<file path="config.mk">
export PLATFORM = sky130hd
export DESIGN_NAME = comet_ii_mem_arbiter
export DESIGN_NICKNAME = d
export VERILOG_FILES = /design/src/rtl/comet_ii_pkg.sv /design/src/rtl/comet_ii_rr_pick.sv /design/src/rtl/comet_ii_mem_arbiter.sv
export SDC_FILE = /design/constraint.sdc
export NUM_CORES = 1
export LEC_CHECK = 0
export CORE_ASPECT_RATIO = 2
export CORE_MARGIN = 1.5
export CORE_UTILIZATION = 26
export CTS_CLUSTER_DIAMETER = 150
export DETAILED_ROUTE_END_ITERATION = 7
export PLACE_DENSITY = 0.88
export SYNTH_ARGS = -nofsm -noshare
export SYNTH_HDL_FRONTEND = slang
export SYNTH_SLANG_ARGS = --single-unit
</file>
<file path="constraint.sdc">
create_clock -name mclk -period 2.1 [get_ports mclk]
set_clock_uncertainty 0.1 [all_clocks]
set_input_delay 0.63 -clock mclk [delete_from_list [all_inputs] [get_ports mclk]]
set_output_delay 0.63 -clock mclk [all_outputs]
set_load 0.02 [all_outputs]
</file>
<file path="src/rtl/comet_ii_pkg.sv">
// Shared types and constants for the COMET II memory arbiter slice.
package comet_ii_pkg;
  localparam int unsigned WORD_W = 16;

  typedef enum logic [1:0] {IDLE, RD_WAIT, WR} arb_state_t;
  typedef enum logic {OWN_CPU, OWN_HOST} owner_t;
endpackage

</file>
<file path="src/rtl/comet_ii_rr_pick.sv">
// Two-way round-robin winner select with a bounded host lock override.
module comet_ii_rr_pick
  import comet_ii_pkg::*;
(
  input  logic   cpu_req,
  input  logic   host_req,
  input  logic   host_lock,
  input  owner_t last_owner,
  input  logic   lock_expired,
  output owner_t winner
);

  always_comb begin
    winner = OWN_CPU;
    if (cpu_req && !host_req) begin
      winner = OWN_CPU;
    end else if (host_req && !cpu_req) begin
      winner = OWN_HOST;
    end else if (host_lock && (last_owner == OWN_HOST) && !lock_expired) begin
      winner = OWN_HOST;
    end else begin
      winner = (last_owner == OWN_HOST) ? OWN_CPU : OWN_HOST;
    end
  end

endmodule

</file>
<file path="src/rtl/comet_ii_mem_arbiter.sv">
// Single-port main memory arbiter between the CPU controller and the host loader.
module comet_ii_mem_arbiter
  import comet_ii_pkg::*;
#(
  parameter int unsigned MEM_LAT  = 1,
  parameter int unsigned LOCK_MAX = 8
) (
  input  logic              mclk,
  input  logic              rst,
  input  logic              cpu_req,
  input  logic              cpu_we,
  input  logic [WORD_W-1:0] cpu_adr,
  input  logic [WORD_W-1:0] cpu_wdata,
  output logic              cpu_gnt,
  output logic              cpu_rvalid,
  output logic [WORD_W-1:0] cpu_rdata,
  input  logic              host_req,
  input  logic              host_we,
  input  logic [WORD_W-1:0] host_adr,
  input  logic [WORD_W-1:0] host_wdata,
  input  logic              host_lock,
  output logic              host_gnt,
  output logic              host_rvalid,
  output logic [WORD_W-1:0] host_rdata,
  output logic              mem_en,
  output logic              mem_we,
  output logic [WORD_W-1:0] mem_adr,
  output logic [WORD_W-1:0] mem_wdata,
  input  logic [WORD_W-1:0] mem_rdata,
  output logic              cpu_stall
);

  localparam int unsigned LCW = $clog2(LOCK_MAX + 1);

  arb_state_t     state, state_nxt;
  logic [1:0]     lat_cnt;
  owner_t         rd_owner, last_owner, winner;
  logic [LCW-1:0] lock_cnt;
  logic           rd_done, grant_ok, gnt, lock_expired;

  assign rd_done      = (state == RD_WAIT) && (lat_cnt == 2'd0);
  // Grants are combinational from the requests, so gate them with reset to
  // keep every output at its reset value while reset is held.
  assign grant_ok     = rst && ((state == IDLE) || rd_done);
  assign gnt          = grant_ok && (cpu_req || host_req);
  assign lock_expired = (lock_cnt >= LCW'(LOCK_MAX));

  comet_ii_rr_pick u_pick (
    .cpu_req      (cpu_req),
    .host_req     (host_req),
    .host_lock    (host_lock),
    .last_owner   (last_owner),
    .lock_expired (lock_expired),
    .winner       (winner)
  );

  always_comb begin
    state_nxt = state;
    cpu_gnt   = 1'b0;
    host_gnt  = 1'b0;
    mem_en    = 1'b0;
    mem_we    = 1'b0;
    mem_adr   = '0;
    mem_wdata = '0;
    case (state)
      IDLE:    state_nxt = IDLE;
      RD_WAIT: state_nxt = (lat_cnt == 2'd0) ? IDLE : RD_WAIT;
      WR:      state_nxt = IDLE;
      default: state_nxt = IDLE;
    endcase
    if (gnt) begin
      mem_en = 1'b1;
      if (winner == OWN_CPU) begin
        cpu_gnt   = 1'b1;
        mem_we    = cpu_we;
        mem_adr   = cpu_adr;
        mem_wdata = cpu_wdata;
      end else begin
        host_gnt  = 1'b1;
        mem_we    = host_we;
        mem_adr   = host_adr;
        mem_wdata = host_wdata;
      end
      state_nxt = mem_we ? WR : RD_WAIT;
    end
  end

  always_ff @(posedge mclk or negedge rst) begin
    if (!rst) begin
      state      <= IDLE;
      lat_cnt    <= '0;
      rd_owner   <= OWN_CPU;
      last_owner <= OWN_HOST;
      lock_cnt   <= '0;
    end else begin
      state <= state_nxt;
      if (gnt && !mem_we) begin
        lat_cnt  <= 2'(MEM_LAT - 1);
        rd_owner <= winner;
      end else if ((state == RD_WAIT) && (lat_cnt != 2'd0)) begin
        lat_cnt <= lat_cnt - 2'd1;
      end
      if (gnt) begin
        last_owner <= winner;
      end
      if (!host_lock || cpu_gnt) begin
        lock_cnt <= '0;
      end else if (host_gnt && cpu_req && !lock_expired) begin
        lock_cnt <= lock_cnt + LCW'(1);
      end
    end
  end

  assign cpu_rvalid  = rd_done && (rd_owner == OWN_CPU);
  assign host_rvalid = rd_done && (rd_owner == OWN_HOST);
  assign cpu_rdata   = cpu_rvalid  ? mem_rdata : '0;
  assign host_rdata  = host_rvalid ? mem_rdata : '0;
  assign cpu_stall   = rst && cpu_req && !cpu_gnt;

endmodule

</file>
==> load_flow_metrics.sql, run 1 <==
INSERT INTO impl_metrics (metric_group, metric, value, unit) VALUES
('status', 'run_status', 'finished, violations left', ''),
('status', 'violated_checks', 'negative setup slack', ''),
('synthesis', 'yosys.area_share.simple', '0.381', ''),
('cts', 'clk_transition_reported_paths', '0.05', 'ns'),
('cts', 'tritoncts', 'yes', ''),
('synthesis', 'synthesis.area_per_instance', '7.47', 'um^2'),
('synthesis', 'number_of_enable_flip_flop_cells_after_synthesis', '0', ''),
('synthesis', 'synth.area.mux_share', '0.00687', ''),
('setup_path', 'reg2reg_setup_slack', '0.06', 'ns'),
('synthesis', 'synth_cell_types', '40', ''),
('floorplanning', 'die_h', '109', 'um'),
('sta', 'slew_headroom', '0.719', ''),
('placed_design', 'dpl.hpwl', '4.98', 'mm'),
('sta', 'fin_crit_sh', '1.21', ''),
('sta', 'setup_ws', '-0.449', 'ns'),
('global_route', 'grt_util_all_layers', '0.253', ''),
('flow_run', 'timing.max_cap.violations', '0', ''),
('sta', 'tns', '-19.33', 'ns'),
('synthesis', 'synth_area_leader_cell', 'sky130_fd_sc_hd__a32oi_1', ''),
('cts', 'clk_path_buf_depth', '2', ''),
('cts', 'cts_max_level', '1', ''),
('floorplanning', 'std_cell_rows', '38', ''),
('setup_path', 'critical_path.slowest_cell', 'sky130_fd_sc_hd__dfstp_2', ''),
('final_layout', 'drive_above_1_share', '0.627', ''),
('synthesis', 'netlist_top_cells_area', 'sky130_fd_sc_hd__a32oi_1 (20%), sky130_fd_sc_hd__dfrtp_1 (15%), sky130_fd_sc_hd__and2_1 (15%)', ''),
('min_path', 'holdCritPathClass', 'in -> async', ''),
('sta', 'final_max_slew_viol_count', '0', ''),
('pwr', 'p_leak', '1.86', 'nW'),
('setup_path', 'worst_path_dominant_cell_family', 'flip-flops', ''),
('floorplanning', 'fp.dieArea', '0.00609', 'mm^2'),
('placed_design', 'cell_area_reported_after_detailed_placement', '0.00339', 'mm^2'),
('cts', 'cts_hold_repair.buffers', '0', ''),
('cts', 'numCtsBuffers', '3', ''),
('floorplanning', 'core-area', '0.00542', 'mm^2'),
('synthesis', 'cell_count_after_synthesis', '195', ''),
('pwr', 'vdd.ir_drop.worst', '0.000609', 'V'),
('setup_path', 'critical-path-top-cell-by-count', 'sky130_fd_sc_hd__buf_6', ''),
('setup_path', 'critical_path.max_stage_delay', '0.55', 'ns'),
('sta', 'timing.final.setup_violations', '71', ''),
('drt', 'final_routed_drc_violation_total', '0', ''),
('setup_path', 'worst_r2r_endpoint', 'lock_cnt[2]$_DFFE_PN0P_', ''),
('sta', 'final.min_clock_period', '2.55', 'ns'),
('synthesis', 'synth-xor-area-share', '0.00601', ''),
('cts', 'root_cell_of_the_clock_tree', 'sky130_fd_sc_hd__clkbuf_8', ''),
('floorplanning', 'die-width', '55.9', 'um'),
('synthesis', 'synth.yosys.warnings', '0', ''),
('synthesis', 'post_synth_instance_area', '0.00146', 'mm^2'),
('drt', 'wirelength', '8.94', 'mm'),
('setup_path', 'timing.critical_path.cells', 'inv_2 > o21ai_4 > buf_6 > buf_16 > a32oi_1 > nor2_2 > buf_6', ''),
('pwr', 'power_density_relative_to_cell_area', '698', 'mW/mm^2'),
('cts', 'cts.sinks', '10', ''),
('synthesis', 'synth.top_cell.area_share', '0.198', ''),
('setup_path', 'worst_setup_path_startpoint', 'last_owner$_DFFE_PN1P_', ''),
('synthesis', 'ys_seq_area_frac', '0.173', ''),
('drt', '1st_iter_drt_viols', '86', ''),
('setup_path', 'cp.depth', '7', ''),
('setup_path', 'arrival', '1.82', 'ns'),
('synthesis', 'ys.flop_type', 'sky130_fd_sc_hd__dfrtp_1', ''),
('synthesis', 'synth_adder_area_share', '0.0258', ''),
('synthesis', 'synth_compound_gate_area_share', '0.294', ''),
('placed_design', 'gpl.final_weighted_congestion', '0.855', ''),
('setup_path', 'critPathRequiredTime', '1.37', 'ns'),
('synthesis', 'syn_nets', '285', ''),
('setup_path', 'crit_type', 'reg -> out', ''),
('global_route', 'global_route_overflow', '0', ''),
('setup_path', 'critPathBufInv', '4', ''),
('setup_path', 'endpoint', 'mem_wdata[15]', ''),
('setup_path', 'worstReg2RegStart', 'lat_cnt[0]$_DFFE_PN0P_', ''),
('drt', 'ant_nets', '0', ''),
('drt', 'drt_pass1_iterations', '4', ''),
('setup_path', 'critPathCaptureType', 'output pin', '');
cells in the final DEF (no fill, tap or decap), drive strengths merged:
master / n
or3: 1
nand4b: 1
and3: 3
nand2: 9
clkdlybuf4s50: 82
buf: 144
o32ai: 2
o31ai: 2
dfstp: 1
a21o: 1
a21oi: 7
inv: 8
nor2b: 4
nor3: 1
mux2i: 1
nand2b: 3
nor4: 1
o211ai: 1
a211oi: 1
dfrtp: 9
clkbuf: 5
xnor2: 1
a32oi: 33
nand3: 2
nand3b: 1
or2: 1
a31oi: 2
ha: 3
clkdlybuf4s15: 1
o21ai: 2
nand4: 1
and2: 34
nor2: 42
sequential cells by signal, indices dropped and copies added (netlist names):
register,flops
rd_owner,1
lock_cnt,4
last_owner,1
state,2
lat_cnt,2
power by group:
group	switching [W]	internal (W)
clock network	0.0000828	0.000134
logic	0.00112	0.00138
registers	0.0000482	0.000246
cells by family after synthesis:
kind of cell,count (synthesis)
DFF,10
muxes,1
xor gates and xnor gates,1
AOI/OAI and AO/OA,51
and+or+nand+nor,102
adders and majority gates,3
buffers and inverters,27
routing by layer:
metal  vias up  part of all wire  global-route usage
met1      1163              0.31               0.224
li1       1140                 -                   -
met3        25             0.067              0.0320
met5         -                 0                   0
met2       184              0.59               0.525
met4         0             0.036               0.145
metrics by stage:
step           worst slack (ns)  power (W)
2_1_floorplan            -0.209    0.00115
3_3_place_gp              -1.12    0.00187
3_5_place_dp              -1.17    0.00191
4_1_cts                  -0.381    0.00270
5_1_grt                  -0.487    0.00314
6_report                 -0.449    0.00301
cell type report:
| cell class | instances | area (um^2) |
|---|---|---|
| tap | 60 | 75.1 |
| timing repair buffer | 228 | 2460 |
| fill | 326 | 1100 |
| sequential | 10 | 251 |
| inverter | 8 | 30.0 |
| clock buffer | 4 | 45.0 |
| multi-input combinational | 160 | 1460 |
timing repair:
| item | 4_1_cts | 5_1_grt |
|---|---|---|
| cloned | 9 | 1 |
| gates resized for setup | 498 | 48 |
| pin swaps | 25 | 22 |
| setup buffers | 21 | 13 |
| setup endpoints to repair | 76 | 75 |
worst min-delay path by stage:
stage | endpoint | start
after floorplan | lat_cnt[0]$_DFFE_PN0P_ | rst
after global placement | lat_cnt[1]$_DFFE_PN0P_ | lat_cnt[1]$_DFFE_PN0P_
after detailed placement | lock_cnt[2]$_DFFE_PN0P_ | lock_cnt[2]$_DFFE_PN0P_
after CTS | state[0]$_DFF_PN0_ | rst
after global routing | state[0]$_DFF_PN0_ | rst
final | state[0]$_DFF_PN0_ | rst
Note: power is estimated with default switching activity, not from simulation.
==> inputs of run 2 (changes only) <==
--- a/config.mk
+++ b/config.mk
@@ -10,7 +10,9 @@
 export CORE_UTILIZATION = 26
 export CTS_CLUSTER_DIAMETER = 150
 export DETAILED_ROUTE_END_ITERATION = 7
+export GPL_TIMING_DRIVEN = 0
 export PLACE_DENSITY = 0.88
+export SKIP_LAST_GASP = 1
 export SYNTH_ARGS = -nofsm -noshare
 export SYNTH_HDL_FRONTEND = slang
 export SYNTH_SLANG_ARGS = --single-unit
==> run 2 against run 1 <==
Compared with the run above: the flow still finishes with violations (negative setup slack); combinational power shrank 10%; critical endpoint is now mem_adr[4]; clock power rose by 17%; largest cell class unchanged; critical path depth did not move; highest routed layer unchanged.
==> load_flow_metrics.sql, run 2 (synthesized netlist as in run 1, its figures left out) <==
INSERT INTO impl_metrics (metric_group, metric, value, unit) VALUES
('status', 'run_status', 'finished, violations left', ''),
('setup_path', 'critical_path.max_stage_delay', '0.59', 'ns'),
('cts', 'numCtsBuffers', '3', ''),
('setup_path', 'worst_r2r_endpoint', 'lat_cnt[0]$_DFFE_PN0P_', ''),
('final_layout', 'fillCellCount', '302', ''),
('status', 'violated_checks', 'negative setup slack', ''),
('final_layout', 'num_antenna_cells', '0', ''),
('final_layout', 'reg_top3', 'lock_cnt (4), lat_cnt (2), state (2)', ''),
('final_layout', 'drive_above_1_share', '0.643', ''),
('floorplanning', 'boundaryPins', '158', ''),
('sta', 'fin_crit_sh', '1.19', ''),
('sta', 'tns', '-16.82', 'ns'),
('sta', 'highest_clock_frequency_the_design_can_meet', '401', 'MHz'),
('final_layout', 'largest_register_ffs', '4', ''),
('drt', 'wirelength', '8.33', 'mm'),
('global_route', 'global_route_overflow', '0', ''),
('cts', 'clk_transition_reported_paths', '0.05', 'ns'),
('setup_path', 'arrival', '1.77', 'ns'),
('sta', 'timing_hold_violations_final', '0', ''),
('placed_design', 'gpl.final_weighted_congestion', '0.799', ''),
('setup_path', 'critical-path-top-cell-by-count', 'sky130_fd_sc_hd__buf_6', ''),
('sta', 'final.min_clock_period', '2.50', 'ns'),
('floorplanning', 'fp.dieArea', '0.00609', 'mm^2'),
('cts', 'root_cell_of_the_clock_tree', 'sky130_fd_sc_hd__clkbuf_8', ''),
('setup_path', 'timing.critical_path.cells', 'inv_2 > o21ai_4 > buf_12 > buf_6 > a32oi_2 > nor2_2 > buf_6', ''),
('cts', 'cts.sinks', '10', ''),
('drt', 'ant_nets', '0', ''),
('cts', 'tritoncts', 'yes', ''),
('sta', 'timing.final.setup_violations', '71', ''),
('pwr', 'p_leak', '1.74', 'nW'),
('floorplanning', 'std_cell_rows', '38', ''),
('drt', 'final_routed_drc_violation_total', '0', ''),
('setup_path', 'critPathCaptureType', 'output pin', ''),
('drt', 'wl_per_cell', '18.6', 'um'),
('placed_design', 'place.detailed.instances', '410', ''),
('sta', 'final_max_slew_viol_count', '0', ''),
('placed_design', 'buffer_ports.inserted', '155', ''),
('drt', '1st_iter_drt_viols', '77', ''),
('global_route', 'grt_util_all_layers', '0.244', ''),
('global_route', 'antenna_found_initial', '0', ''),
('global_route', 'grt_start_max_net_pins', '13', ''),
('final_layout', 'regMostFlops', 'lock_cnt', ''),
('floorplanning', 'die-width', '55.9', 'um'),
('drt', 'routed_vias_inst', '5.40', ''),
('flow_run', 'timing.max_cap.violations', '0', ''),
('setup_path', 'crit_type', 'reg -> out', ''),
('global_route', 'grt_pass1_wl', '11.8', 'mm'),
('cts', 'clk_latency', '0.24', 'ns'),
('pwr', 'power_density_relative_to_cell_area', '671', 'mW/mm^2'),
('sta', 'setup_ws', '-0.397', 'ns'),
('drt', 'drt_pass1_iterations', '4', ''),
('final_layout', 'areaGrowthSynthToFinish', '187', '%'),
('setup_path', 'critical_path.slowest_cell', 'sky130_fd_sc_hd__dfstp_2', ''),
('sta', 'grt_setup_unrepaired', 'yes', ''),
('setup_path', 'reg2regPathDepth', '7', ''),
('pwr', 'vdd.ir_drop.worst', '0.000654', 'V'),
('cts', 'cts_hold_repair.buffers', '0', ''),
('global_route', 'grt_pass1_vias', '2462', ''),
('setup_path', 'reg2reg_setup_slack', '0.18', 'ns'),
('sta', 'timing.hold.ws', '0.0815', 'ns'),
('cts', 'clk_path_buf_depth', '2', ''),
('min_path', 'holdCritPathClass', 'in -> async', ''),
('setup_path', 'critPathBufInv', '4', ''),
('floorplanning', 'start_util', '0.269', ''),
('sta', 'worst_slew_pin_slew', '0.439', 'ns'),
('setup_path', 'critical_path_peak_fanout', '9', ''),
('setup_path', 'timing.critical_path.from_type', 'flip-flop', ''),
('final_layout', 'layout_cells_excl_fill', '447', ''),
('drt', 'total_via_count_in_the_routed_design', '2416', ''),
('placed_design', 'dpl.hpwl', '4.93', 'mm'),
('floorplanning', 'core-area', '0.00542', 'mm^2'),
('final_layout', 'layout.cells.most_common_list', 'sky130_fd_sc_hd__clkdlybuf4s50_1 (82), sky130_fd_sc_hd__buf_6 (80), sky130_fd_sc_hd__and2_4 (34), sky130_fd_sc_hd__nor2_2 (32), sky130_fd_sc_hd__buf_4 (31)', ''),
('final_layout', 'most_common_cell_after_layout_fill_and_taps_aside', 'sky130_fd_sc_hd__clkdlybuf4s50_1', ''),
('setup_path', 'critPathRequiredTime', '1.37', 'ns'),
('sta', 'slew_headroom', '0.705', ''),
('cts', 'cts_max_level', '1', ''),
('floorplanning', 'die_h', '109', 'um'),
('setup_path', 'worst_path_dominant_cell_family', 'flip-flops', ''),
('setup_path', 'worstReg2RegStart', 'lat_cnt[1]$_DFFE_PN0P_', ''),
('final_layout', 'finish.net_count', '478', '');
## run 2: cell types whose count changed in the layout (fill, tap and decap cells not counted), sizes merged
cell           change
buf               -22
clkdlybuf4s15      -1
clkbuf             +2
and3               -2
## run 2: per-stage QoR
step	area, um^2	util	power [W]	setup slack (ns)
4_1_cts	3870	0.714	0.00253	-0.318
6_report	4170	0.770	0.00280	-0.397
3_3_place_gp	3210	0.592	0.00176	-1.62
5_1_grt	4170	0.770	0.00293	-0.450
2_1_floorplan	1580	-	0.00115	-0.209
3_5_place_dp	3210	0.592	0.00178	-1.64
## run 2: power by group
part           switching [W]  leakage [nW]  internal (W)
clock network      0.0000870        0.0288      0.000166
registers          0.0000537         0.125      0.000247
logic                0.00103          1.59       0.00121
## run 2: final cells by class
class	count	area (um^2)	area share
timing repair buffer	191	1990	0.476
multi-input combinational	158	1530	0.366
sequential	10	253	0.0606
buffer	16	246	0.0591
tap	60	75.1	0.0180
clock buffer	4	55.1	0.0132
inverter	8	30.0	0.00720
## run 2: worst register-to-register path: stages, from the launching register on
cell and delay [ns]:
sky130_fd_sc_hd__dfrtp_1 0.38, sky130_fd_sc_hd__inv_1 0.07, sky130_fd_sc_hd__ha_2 0.20, sky130_fd_sc_hd__nand2b_4 0.18, sky130_fd_sc_hd__nand2_8 0.11, sky130_fd_sc_hd__buf_4 0.17
sky130_fd_sc_hd__nor4_2 0.45, sky130_fd_sc_hd__nor2_1 0.12
## run 2: worst max-delay path by stage
stage / end / slack, ns / from / cells after the start
detailed placement: mem_we / -1.64 / rst / 6
global placement: mem_we / -1.62 / rst / 6
global route: mem_we / -0.45 / last_owner$_DFFE_PN1P_ / 7
finish: mem_adr[4] / -0.40 / last_owner$_DFFE_PN1P_ / 7
CTS: mem_wdata[1] / -0.32 / host_lock / 8
floorplan: mem_we / -0.21 / host_lock / 6
## run 2: layer usage
metal	vias up	share of wire	global-route usage
met3	21	0.066	0.0356
met2	153	0.59	0.498
met1	1151	0.32	0.228
li1	1091	-	-
met5	-	0	0
met4	0	0.028	0.121
## run 2: what timing repair did
| item | CTS | global route |
|---|---|---|
| setup buffers | 20 | 11 |
| gates resized for setup | 493 | 57 |
| endpoints found under the setup margin | 81 | 71 |
| gates cloned | 3 | 2 |
| pin swaps | 38 | 28 |
==> inputs of run 3 (changes only) <==
--- a/config.mk
+++ b/config.mk
@@ -5,13 +5,15 @@
 export SDC_FILE = /design/constraint.sdc
 export NUM_CORES = 1
 export LEC_CHECK = 0
+export ABC_CLOCK_PERIOD_IN_PS = 2100
 export CORE_ASPECT_RATIO = 2
 export CORE_MARGIN = 1.5
 export CORE_UTILIZATION = 26
-export CTS_CLUSTER_DIAMETER = 150
+export CTS_CLUSTER_DIAMETER = 60
 export DETAILED_ROUTE_END_ITERATION = 7
 export GPL_TIMING_DRIVEN = 0
 export PLACE_DENSITY = 0.88
+export RECOVER_POWER = 100
 export SKIP_LAST_GASP = 1
 export SYNTH_ARGS = -nofsm -noshare
 export SYNTH_HDL_FRONTEND = slang
==> results of run 3 <==
The final DEF is identical to that of run 2; final timing and power are the same.
